`config.mk`:
```
export PLATFORM = sky130hd
export DESIGN_NAME = regfile_writeback_flat
export DESIGN_NICKNAME = d
export VERILOG_FILES = /design/src/rtl/regfile_writeback_if.sv /design/src/rtl/regfile_writeback.sv /design/src/flat_wrapper.sv
export SDC_FILE = /design/constraint.sdc
export NUM_CORES = 1
export LEC_CHECK = 0
export CAP_MARGIN = 20
export CELL_PAD_IN_SITES_DETAIL_PLACEMENT = 0
export CELL_PAD_IN_SITES_GLOBAL_PLACEMENT = 2
export CORE_MARGIN = 1.5
export CORE_UTILIZATION = 39
export DETAILED_ROUTE_END_ITERATION = 10
export PLACE_DENSITY = 0.92
export SETUP_SLACK_MARGIN = 0.05
export SLEW_MARGIN = 0
export SYNTH_ARGS = -nofsm -noshare
export SYNTH_HDL_FRONTEND = slang
export SYNTH_SLANG_ARGS = --single-unit
export TNS_END_PERCENT = 30
```
`constraint.sdc`:
```
create_clock -name clk -period 3.35 [get_ports clk]
set_clock_uncertainty 0.05 [all_clocks]
set_input_delay 0.335 -clock clk [delete_from_list [all_inputs] [get_ports clk]]
set_output_delay 0.335 -clock clk [all_outputs]
set_load 0.02 [all_outputs]
```
`src/rtl/regfile_writeback_if.sv`:
```
// Result/write/bypass bus of the register-file write-back block.
// The master modport is taken by regfile_writeback; slave is the execute/register-file side.
interface regfile_writeback_if #(
  parameter int DATA_W = 16,
  parameter int ADDR_W = 2,
  parameter int DEPTH  = 4
);
  localparam int CNT_W = $clog2(DEPTH) + 1;

  logic              ResValid;
  logic              ResReady;
  logic [ADDR_W-1:0] ResAddr;
  logic [DATA_W-1:0] ResData;
  logic              Stall;
  logic              Write;
  logic [ADDR_W-1:0] DestAddr;
  logic [DATA_W-1:0] DestData;
  logic [ADDR_W-1:0] AddrA;
  logic [ADDR_W-1:0] AddrB;
  logic              HitA;
  logic [DATA_W-1:0] FwdA;
  logic              HitB;
  logic [DATA_W-1:0] FwdB;
  logic [CNT_W-1:0]  Count;
  logic              Empty;

  modport master (
    input  ResValid, ResAddr, ResData, Stall, AddrA, AddrB,
    output ResReady, Write, DestAddr, DestData, HitA, FwdA, HitB, FwdB, Count, Empty
  );

  modport slave (
    output ResValid, ResAddr, ResData, Stall, AddrA, AddrB,
    input  ResReady, Write, DestAddr, DestData, HitA, FwdA, HitB, FwdB, Count, Empty
  );
endinterface

```
`src/rtl/regfile_writeback.sv`:
```
// In-order result queue driving the register-file write port, with read-after-write bypass.
// Optional macro WB_BYPASS_EN builds the HitA/FwdA/HitB/FwdB forwarding logic; otherwise they are tied to 0.
module regfile_writeback #(
  parameter int DATA_W = 16,
  parameter int ADDR_W = 2,
  parameter int DEPTH  = 4
) (
  input  logic                clk,
  input  logic                reset,
  regfile_writeback_if.master bus
);
  localparam int PTR_W = $clog2(DEPTH);
  localparam int CNT_W = PTR_W + 1;

  logic [PTR_W-1:0]  wr_ptr_q, wr_ptr_d;
  logic [PTR_W-1:0]  rd_ptr_q, rd_ptr_d;
  logic [CNT_W-1:0]  count_q, count_d;
  logic              write_q, write_d;
  logic [ADDR_W-1:0] dest_addr_q, dest_addr_d;
  logic [DATA_W-1:0] dest_data_q, dest_data_d;
  logic [ADDR_W-1:0] addr_mem_q [DEPTH];
  logic [DATA_W-1:0] data_mem_q [DEPTH];
  logic              push, pop;

  always_comb begin
    // Full check uses the current count only, so a full queue never accepts even while draining.
    push        = bus.ResValid && (count_q != CNT_W'(DEPTH));
    pop         = (count_q != '0) && !bus.Stall;
    wr_ptr_d    = push ? wr_ptr_q + PTR_W'(1) : wr_ptr_q;
    rd_ptr_d    = pop  ? rd_ptr_q + PTR_W'(1) : rd_ptr_q;
    count_d     = count_q;
    case ({push, pop})
      2'b10:   count_d = count_q + CNT_W'(1);
      2'b01:   count_d = count_q - CNT_W'(1);
      default: count_d = count_q;
    endcase
    write_d     = pop;
    dest_addr_d = dest_addr_q;
    dest_data_d = dest_data_q;
    if (pop) begin
      dest_addr_d = addr_mem_q[rd_ptr_q];
      dest_data_d = data_mem_q[rd_ptr_q];
    end
  end

  always_ff @(posedge clk) begin
    if (reset) begin
      wr_ptr_q    <= '0;
      rd_ptr_q    <= '0;
      count_q     <= '0;
      write_q     <= 1'b0;
      dest_addr_q <= '0;
      dest_data_q <= '0;
    end else begin
      wr_ptr_q    <= wr_ptr_d;
      rd_ptr_q    <= rd_ptr_d;
      count_q     <= count_d;
      write_q     <= write_d;
      dest_addr_q <= dest_addr_d;
      dest_data_q <= dest_data_d;
    end
  end

  // Queue storage needs no reset: entries are only visible through the pointers and count.
  always_ff @(posedge clk) begin
    if (push) begin
      addr_mem_q[wr_ptr_q] <= bus.ResAddr;
      data_mem_q[wr_ptr_q] <= bus.ResData;
    end
  end

  assign bus.ResReady = (count_q != CNT_W'(DEPTH));
  assign bus.Write    = write_q;
  assign bus.DestAddr = dest_addr_q;
  assign bus.DestData = dest_data_q;
  assign bus.Count    = count_q;
  assign bus.Empty    = (count_q == '0) && !write_q;

`ifdef WB_BYPASS_EN
  // Scan oldest to youngest (output register, then head..tail) so the last match wins.
  function automatic logic [DATA_W:0] fwd_lookup(input logic [ADDR_W-1:0] addr);
    logic [DATA_W:0]  res;
    logic [PTR_W-1:0] idx;
    res = '0;
    if (write_q && (dest_addr_q == addr)) res = {1'b1, dest_data_q};
    for (int i = 0; i < DEPTH; i++) begin
      idx = rd_ptr_q + PTR_W'(i);
      if ((CNT_W'(i) < count_q) && (addr_mem_q[idx] == addr)) res = {1'b1, data_mem_q[idx]};
    end
    return res;
  endfunction

  assign {bus.HitA, bus.FwdA} = fwd_lookup(bus.AddrA);
  assign {bus.HitB, bus.FwdB} = fwd_lookup(bus.AddrB);
`else
  logic unused_rd_addr;
  assign unused_rd_addr = ^{bus.AddrA, bus.AddrB};
  assign bus.HitA = 1'b0;
  assign bus.FwdA = '0;
  assign bus.HitB = 1'b0;
  assign bus.FwdB = '0;
`endif
endmodule

```
`src/flat_wrapper.sv`:
```
// flat-port wrapper written by rule: the top's interface ports become plain ports
module regfile_writeback_flat 
#(
  parameter int DATA_W = 16,
  parameter int ADDR_W = 2,
  parameter int DEPTH  = 4
)
  (clk, reset, bus_ResValid, bus_ResAddr, bus_ResData, bus_Stall, bus_AddrA, bus_AddrB, bus_ResReady, bus_Write, bus_DestAddr, bus_DestData, bus_HitA, bus_FwdA, bus_HitB, bus_FwdB, bus_Count, bus_Empty);
  regfile_writeback_if #(.DATA_W(DATA_W), .ADDR_W(ADDR_W), .DEPTH(DEPTH)) bus_i ();
  input  logic clk;
  input  logic reset;
  input wire logic [$bits(bus_i.ResValid)-1:0] bus_ResValid;
  input wire logic [$bits(bus_i.ResAddr)-1:0] bus_ResAddr;
  input wire logic [$bits(bus_i.ResData)-1:0] bus_ResData;
  input wire logic [$bits(bus_i.Stall)-1:0] bus_Stall;
  input wire logic [$bits(bus_i.AddrA)-1:0] bus_AddrA;
  input wire logic [$bits(bus_i.AddrB)-1:0] bus_AddrB;
  output wire logic [$bits(bus_i.ResReady)-1:0] bus_ResReady;
  output wire logic [$bits(bus_i.Write)-1:0] bus_Write;
  output wire logic [$bits(bus_i.DestAddr)-1:0] bus_DestAddr;
  output wire logic [$bits(bus_i.DestData)-1:0] bus_DestData;
  output wire logic [$bits(bus_i.HitA)-1:0] bus_HitA;
  output wire logic [$bits(bus_i.FwdA)-1:0] bus_FwdA;
  output wire logic [$bits(bus_i.HitB)-1:0] bus_HitB;
  output wire logic [$bits(bus_i.FwdB)-1:0] bus_FwdB;
  output wire logic [$bits(bus_i.Count)-1:0] bus_Count;
  output wire logic [$bits(bus_i.Empty)-1:0] bus_Empty;
  assign bus_i.ResValid = bus_ResValid;
  assign bus_i.ResAddr = bus_ResAddr;
  assign bus_i.ResData = bus_ResData;
  assign bus_i.Stall = bus_Stall;
  assign bus_i.AddrA = bus_AddrA;
  assign bus_i.AddrB = bus_AddrB;
  assign bus_ResReady = bus_i.ResReady;
  assign bus_Write = bus_i.Write;
  assign bus_DestAddr = bus_i.DestAddr;
  assign bus_DestData = bus_i.DestData;
  assign bus_HitA = bus_i.HitA;
  assign bus_FwdA = bus_i.FwdA;
  assign bus_HitB = bus_i.HitB;
  assign bus_FwdB = bus_i.FwdB;
  assign bus_Count = bus_i.Count;
  assign bus_Empty = bus_i.Empty;
  regfile_writeback #(.DATA_W(DATA_W), .ADDR_W(ADDR_W), .DEPTH(DEPTH)) u_core (.clk(clk), .reset(reset), .bus(bus_i));
endmodule
```
==> results of run 1 <==
-- kinds of logic after synthesis --
family / synth area share (%)
adder cells (fa/ha/maj): 2.119
flip-flops: 68.85
multiplexers: 10.40
XOR/XNOR: 0.4497
buffers and inverters: 8.542
AND/OR/NAND/NOR: 2.793
other: 0.09625
AO/OA/AOI/OAI: 6.744
-- Yosys cell counts, types with 2 or more instances --
library cell  number
clkbuf_1           3
edfxtp_1          72
and3_1             4
nand3_1            2
xor2_1             2
ha_1               5
buf_2              2
or3_1              2
a21o_1             2
buf_4             36
o21ai_0            2
nor2_1             6
inv_1              7
dfxtp_1           26
mux4_2            18
a21oi_1            5
a22o_2            17
-- worst paths after layout --
kind	depth (start not counted)	slack, ns	start	end
setup reg to reg	8	0.97	u_core.bus.Count[2]	u_core.bus.Count[2]
hold reg to reg	1	0.43	u_core.bus.DestData[10]	u_core.bus.DestData[10]
hold / removal	1	0.43	u_core.bus.DestData[10]	u_core.bus.DestData[10]
setup / recovery	8	0.97	u_core.bus.Count[2]	u_core.bus.Count[2]
-- flip-flops by register name, summed over array words and instances, names as in the netlist --
name,flops
u_core.rd_ptr_q,2
u_core.addr_mem_q,8
u_core.bus.Count,3
u_core.bus.DestData,16
u_core.bus.Write,1
u_core.wr_ptr_q,2
u_core.data_mem_q,64
u_core.bus.DestAddr,2
-- routing by layer --
layer | vias to the layer above | track usage [%] | share of wire (%)
li1 | 897 | - | -
met1 | 985 | 16.55 | 41
met2 | 70 | 23.79 | 53
met3 | 6 | 3.458 | 4.8
met4 | 0 | 5.925 | 1.1
met5 | - | 0 | 0
-- power by group through the flow --
stage	registers (mW)	logic (mW)	clock network [mW]
finish	1.57	0.845	0.737
global route	1.59	0.919	0.813
CTS	1.57	0.857	0.760
detailed placement	1.60	0.852	0
global placement	1.60	0.839	0
floorplan	1.65	0.516	0
-- through the flow --
stage | hold slack (ns) | worst slack (ns) | area, um2 | util (%)
2_1_floorplan | 0.3839 | 0.8819 | 4020 | -
3_3_place_gp | 0.4156 | 0.9867 | 4375 | 44.97
3_5_place_dp | 0.4182 | 0.9788 | 4375 | 44.97
4_1_cts | 0.4423 | 0.9654 | 4568 | 46.95
5_1_grt | 0.4524 | 0.8275 | 4568 | 46.95
6_report | 0.4336 | 0.9711 | 4568 | 46.95
-- cell type report --
class	count	area, um2	share of cell area (%)
timing repair buffer	51	495.5	10.85
inverter	7	26.28	0.5752
clock buffer	9	123.9	2.712
clock inverter	7	68.82	1.506
tap	133	166.4	3.643
sequential	98	2683	58.72
multi-input combinational	109	1005	21.99
-- worst max-delay path, stage by stage (launching register included) --
cell	delay (ns)
dfxtp_1	0.42
or3b_1	0.52
nand2_1	0.12
ha_1	0.19
inv_1	0.06
fa_1	0.37
xor2_1	0.15
or3_1	0.30
a21oi_1	0.13
==> metrics.json, run 1 <==
{
  "outcome": {"value": "finished clean"},
  "final_max_slew_viol_count": {"value": 0},
  "async_reset_ff_share": {"value": 0, "unit": "%"},
  "largest_net_degree_at_the_start_of_global_routing": {"value": 21},
  "io_pins": {"value": 84},
  "fin_nets": {"value": 308},
  "area_share_of_the_largest_cell_type_after_synthesis": {"value": 55.49, "unit": "%"},
  "antenna_found_initial": {"value": 0},
  "drt_pass1_iterations": {"value": 4},
  "port-buffer-count": {"value": 45},
  "synth.ff_latch_count": {"value": 98},
  "gp_routability_congestion": {"value": 0.6849},
  "fmax": {"value": 420.4, "unit": "MHz"},
  "grt_usage": {"value": 13.82, "unit": "%"},
  "n_antenna_cell": {"value": 0},
  "cts_resized": {"value": 0},
  "grt_setup_unrepaired": {"value": "false"},
  "cts_tree": {"value": "yes"},
  "power_switching_share": {"value": 30.75, "unit": "%"},
  "netlist_top_cells_area": {"value": "edfxtp_1 (55%), dfxtp_1 (13%), mux4_2 (10%), buf_4 (6.9%), a22o_2 (4.4%)"},
  "critical_path_peak_fanout": {"value": 10},
  "first_pass_grt_wire_length": {"value": 10.42, "unit": "mm"},
  "net-switching-power": {"value": 0.9693, "unit": "mW"},
  "max_cap_viol": {"value": 0},
  "cts_made_buffers": {"value": 9},
  "dpl.cell_count": {"value": 398},
  "hold_crit_path_type": {"value": "register to register"},
  "worst-endpoint-arrival": {"value": 2.61, "unit": "ns"},
  "number_of_nets_with_antenna_violations_after_routing": {"value": 0},
  "drive_above_1_share": {"value": 21.71, "unit": "%"},
  "htree_num_levels": {"value": 3},
  "detail_route.drc_violations": {"value": 0},
  "row_count": {"value": 36},
  "timing.critical_path.from_type": {"value": "register"},
  "synthDistinctLibCells": {"value": 30},
  "worst-endpoint-required": {"value": 3.59, "unit": "ns"},
  "die_area": {"value": 0.01060, "unit": "mm2"},
  "first_global_vias": {"value": 1957},
  "period_needed": {"value": 2.379, "unit": "ns"},
  "hold_violations": {"value": 0},
  "finalCritPeriodShare": {"value": 71.01, "unit": "%"},
  "criticalPathCategory": {"value": "register to register"},
  "critPathCaptureType": {"value": "register"},
  "post-cts-setup-buffers": {"value": 0},
  "synth.yosys.seq_area_share": {"value": 68.85, "unit": "%"},
  "synth_area": {"value": 0.003896, "unit": "mm2"},
  "mostFrequentLayoutCells": {"value": "edfxtp_1 (72), clkdlybuf4s50_1 (45), conb_1 (34)"},
  "cts.hold.buffers_added": {"value": 0},
  "dr.first_iter.drc_count": {"value": 90},
  "dominantRegCellSynth": {"value": "edfxtp_1"},
  "grt_remaining_overflow": {"value": 0},
  "leakage_power": {"value": 1.589, "unit": "nW"},
  "post_drt_via_cell_ratio": {"value": 4.729},
  "syn2layout_area_growth": {"value": 17.24, "unit": "%"},
  "power.clock.fraction": {"value": 23.4, "unit": "%"},
  "tritoncts_num_sinks": {"value": 98},
  "max-vdd-ir-drop": {"value": 0.3137, "unit": "mV"},
  "cellInternalPower": {"value": 2.182, "unit": "mW"},
  "dp_hpwl": {"value": 4.178, "unit": "mm"},
  "clockRootBuffer": {"value": "clkbuf_8"},
  "clock_latency_on_the_worst_skew_pair": {"value": 0.36, "unit": "ns"},
  "finalNonFillerCells": {"value": 414},
  "powerDensity": {"value": 689.9, "unit": "mW/mm2"},
  "core": {"value": 0.009729, "unit": "mm2"},
  "syn-instance-count": {"value": 224},
  "yosys.area.top_type": {"value": "edfxtp_1"},
  "route.final.wire_length": {"value": 6.598, "unit": "mm"},
  "combPwrFrac": {"value": 26.8, "unit": "%"},
  "seqPwrFrac": {"value": 49.8, "unit": "%"},
  "wl_per_cell": {"value": 15.94, "unit": "um"},
  "layout.cells.most_common": {"value": "edfxtp_1"},
  "fp.dieH": {"value": 103.0, "unit": "um"},
  "post_synth.cell_area_avg": {"value": 17.39, "unit": "um2"},
  "cts.path.max_buffers": {"value": 2},
  "tightest_slew": {"value": 0.9931, "unit": "ns"},
  "setup_viol": {"value": 0},
  "die_width": {"value": 103.0, "unit": "um"},
  "initial_utilization": {"value": 40.05, "unit": "%"},
  "post-layout-total-power": {"value": 3.152, "unit": "mW"},
  "layout.filler_cells": {"value": 864},
  "clkSlewWorstSetupHoldPaths": {"value": 0.10, "unit": "ns"},
  "setup-tns-final": {"value": 0, "unit": "ns"},
  "ys_warn_count": {"value": 0},
  "detailroute.via_count": {"value": 1958},
  "number_of_synthesized_flops_with_an_enable_pin": {"value": 72},
  "slew_headroom": {"value": 33.70, "unit": "%"}
}
No activity file was read; power rests on OpenSTA's default activity.
==> run 2: changes to the inputs <==
Settings changed: CORE_UTILIZATION 39 to 32, PLACE_DENSITY 0.92 to 0.81.
Clock period 3.35 ns to 2.12 ns, I/O delays scaled along.
==> run 2 against run 1 <==
- count of clock-buffer cells in the layout increased by 2
- register-to-register slack got worse by 0.90 ns
- clock power increased by 120%
==> metrics.json, run 2 (synthesis results as in run 1) <==
{
  "grt_remaining_overflow": {"value": 0, "change": "unchanged"},
  "post_drt_via_cell_ratio": {"value": 4.477, "change": "-5.3%"},
  "core": {"value": 0.01196, "unit": "mm2", "change": "+23%"},
  "drt_pass1_iterations": {"value": 4, "change": "unchanged"},
  "critical_path.slowest_cell": {"value": "or3b_4"},
  "cells_traversed_along_the_worst_timing_path": {"value": "or3b_4 -> nand2_4 -> ha_4 -> inv_1 -> fa_2 -> xor2_1 -> or3_1 -> a21oi_2"},
  "cts_tree": {"value": "yes"},
  "dp_hpwl": {"value": 4.212, "unit": "mm", "change": "+0.82%"},
  "hold_violations": {"value": 0, "change": "unchanged"},
  "top_cell_family_by_delay_on_the_critical_path": {"value": "simple AND/OR/NAND/NOR gates"},
  "n_antenna_cell": {"value": 0, "change": "unchanged"},
  "clockRootBuffer": {"value": "clkbuf_16"},
  "max-vdd-ir-drop": {"value": 0.5307, "unit": "mV", "change": "+69%"},
  "multi_input_combinational_cell_area": {"value": 0.001033, "unit": "mm2", "change": "+2.9%"},
  "post-route-cell-area": {"value": 0.004880, "unit": "mm2", "change": "+6.8%"},
  "syn2layout_area_growth": {"value": 25.24, "unit": "%"},
  "post-layout-total-power": {"value": 5.562, "unit": "mW", "change": "+76%"},
  "cts.hold.buffers_added": {"value": 0, "change": "unchanged"},
  "power.clock.fraction": {"value": 28.5, "unit": "%", "change": "+5.1 points"},
  "antenna_found_initial": {"value": 0, "change": "unchanged"},
  "final.hold.worst_slack": {"value": 0.4322, "unit": "ns", "change": "-0.001405 ns"},
  "clkSlewWorstSetupHoldPaths": {"value": 0.06, "unit": "ns", "change": "-0.04 ns"},
  "timing.critical_path.buf_inv": {"value": 1, "change": "unchanged"},
  "grt_usage": {"value": 11.13, "unit": "%", "change": "-2.7 points"},
  "finalCritPeriodShare": {"value": 96.83, "unit": "%", "change": "+26 points"},
  "final_max_slew_viol_count": {"value": 0, "change": "unchanged"},
  "largest_net_degree_at_the_start_of_global_routing": {"value": 20, "change": "-4.8%"},
  "worst-endpoint-arrival": {"value": 2.27, "unit": "ns", "change": "-0.34 ns"},
  "die_area": {"value": 0.01285, "unit": "mm2", "change": "+21%"},
  "period_needed": {"value": 2.053, "unit": "ns", "change": "-0.3261 ns"},
  "leakage_power": {"value": 1.708, "unit": "nW", "change": "+7.5%"},
  "powerDensity": {"value": 1140, "unit": "mW/mm2", "change": "+65%"},
  "global_route.usage.met1": {"value": 13.80, "unit": "%", "change": "-2.7 points"},
  "tritoncts_num_sinks": {"value": 98, "change": "unchanged"},
  "power_switching_share": {"value": 27.24, "unit": "%", "change": "-3.5 points"},
  "worst-endpoint-required": {"value": 2.34, "unit": "ns", "change": "-1.25 ns"},
  "timing.critical_path.from_type": {"value": "register"},
  "detail_route.drc_violations": {"value": 0, "change": "unchanged"},
  "die_width": {"value": 113.3, "unit": "um", "change": "+10%"},
  "grt-busiest-layer": {"value": "met2"},
  "wl_per_cell": {"value": 15.15, "unit": "um", "change": "-4.9%"},
  "cts.path.max_buffers": {"value": 2, "change": "unchanged"},
  "dr.first_iter.drc_count": {"value": 102, "change": "+13%"},
  "hold_crit_path_type": {"value": "register to register"},
  "critPathCaptureType": {"value": "register"},
  "first_global_vias": {"value": 2007, "change": "+2.6%"},
  "max_cap_viol": {"value": 0, "change": "unchanged"},
  "port-buffer-count": {"value": 45, "change": "unchanged"},
  "first_pass_grt_wire_length": {"value": 10.59, "unit": "mm", "change": "+1.7%"},
  "criticalPathCategory": {"value": "register to register"},
  "timing.critical_path.slowest_cell_delay": {"value": 0.40, "unit": "ns", "change": "-0.12 ns"},
  "setup_viol": {"value": 0, "change": "unchanged"},
  "largest_register": {"value": "u_core.data_mem_q"},
  "io_pins": {"value": 84, "change": "unchanged"},
  "mostFrequentLayoutCells": {"value": "edfxtp_1 (72), clkdlybuf4s50_1 (43), conb_1 (34)"},
  "gp_routability_congestion": {"value": 0.6494, "change": "-5.2%"},
  "row_count": {"value": 40, "change": "+11%"},
  "fp.dieH": {"value": 113.3, "unit": "um", "change": "+10%"},
  "htree_num_levels": {"value": 3, "change": "unchanged"},
  "globalRouteMet3Util": {"value": 3.053, "unit": "%", "change": "-0.40 points"},
  "cellInternalPower": {"value": 4.046, "unit": "mW", "change": "+85%"},
  "placedInstanceArea": {"value": 0.004572, "unit": "mm2", "change": "+4.5%"},
  "critical_path_peak_fanout": {"value": 6, "change": "-4"},
  "combPwrFrac": {"value": 27.2, "unit": "%", "change": "+0.4 points"},
  "layout.filler_cells": {"value": 1088, "change": "+26%"},
  "fmax": {"value": 487.1, "unit": "MHz", "change": "+16%"},
  "number_of_nets_with_antenna_violations_after_routing": {"value": 0, "change": "unchanged"},
  "net-switching-power": {"value": 1.515, "unit": "mW", "change": "+56%"},
  "route.final.wire_length": {"value": 6.668, "unit": "mm", "change": "+1.1%"},
  "grt.met2_usage": {"value": 18.14, "unit": "%", "change": "-5.6 points"},
  "final-seq-area": {"value": 0.002694, "unit": "mm2", "change": "+0.42%"},
  "clock_latency_on_the_worst_skew_pair": {"value": 0.34, "unit": "ns", "change": "-0.02 ns"},
  "grt_setup_unrepaired": {"value": "true"},
  "fin_nets": {"value": 320, "change": "+3.9%"},
  "detailroute.via_count": {"value": 1970, "change": "+0.61%"},
  "cts_made_buffers": {"value": 9, "change": "unchanged"},
  "outcome": {"value": "finished clean"},
  "layout.cells.most_common": {"value": "edfxtp_1"},
  "initial_utilization": {"value": 32.57, "unit": "%", "change": "-7.5 points"},
  "seqPwrFrac": {"value": 44.3, "unit": "%", "change": "-5.5 points"},
  "number_of_flip_flops_under_the_largest_register_name": {"value": 64, "change": "unchanged"},
  "drive_above_1_share": {"value": 26.96, "unit": "%", "change": "+5.3 points"}
}
## run 2: what timing repair did
| action | CTS | global route |
|---|---|---|
| gates cloned | 0 | 0 |
| buffers inserted | 0 | 1 |
| resized for setup | 2 | 2 |
| endpoints found under the setup margin | 2 | 1 |
| endpoints found under the hold margin | 0 | 0 |
## run 2: power by group through the flow
stage / combinational (mW) / clock (mW) / sequential (mW)
2_1_floorplan: 0.847 / 0 / 2.61
3_3_place_gp: 1.51 / 0 / 2.50
3_5_place_dp: 1.52 / 0 / 2.51
4_1_cts: 1.51 / 1.63 / 2.47
5_1_grt: 1.63 / 1.70 / 2.50
6_report: 1.51 / 1.59 / 2.47
## run 2: area by class of cell
class                   instances  area share, %
clock buffers                  11          4.974
clock inverters                 5          1.103
inverters                       7         0.5385
multi-input cells             109          21.18
flip-flops and latches         98          55.21
well taps                     147          3.769
repair buffers                 63          13.23
## run 2: path summary, 6_finish.rpt
kind,cells after the start,start,slack [ns],to
worst max-delay path,8,u_core.bus.Count[0],0.07,u_core.bus.Count[2]
worst max register to register,8,u_core.bus.Count[0],0.07,u_core.bus.Count[2]
worst min-delay path,1,u_core.bus.DestData[12],0.43,u_core.bus.DestData[12]
worst min register to register,1,u_core.bus.DestData[12],0.43,u_core.bus.DestData[12]
## run 2: worst reg2reg max path, stage by stage (launching register included)
cell and delay [ns]:
dfxtp_4 0.37, or3b_4 0.40, nand2_4 0.09, ha_4 0.12, inv_1 0.04, fa_2 0.33, xor2_1 0.15, or3_1 0.32
a21oi_2 0.12
## run 2: per-stage QoR
stage                     instances  utilization (%)  setup slack, ns   TNS [ns]
after global routing            440            40.79         -0.01110   -0.01110
final                           440            40.79          0.06713          0
after CTS                       439            40.68          0.05311          0
after detailed placement        423            38.22        -0.004666  -0.004666
after floorplan                 257                -         -0.02101   -0.02101
after global placement          423            38.22          0.03421          0
## run 2: per-layer routing
layer | vias up | part of all wire (%)
met4 | 0 | 2.1
met3 | 13 | 4.3
li1 | 921 | -
met1 | 977 | 45
met2 | 59 | 49
met5 | - | 0
==> run 3: changes to the inputs <==
Settings changed: GPL_ROUTABILITY_DRIVEN from default to 1.
==> results of run 3 <==
No change in the layout: final DEF, timing and power equal those of run 2.
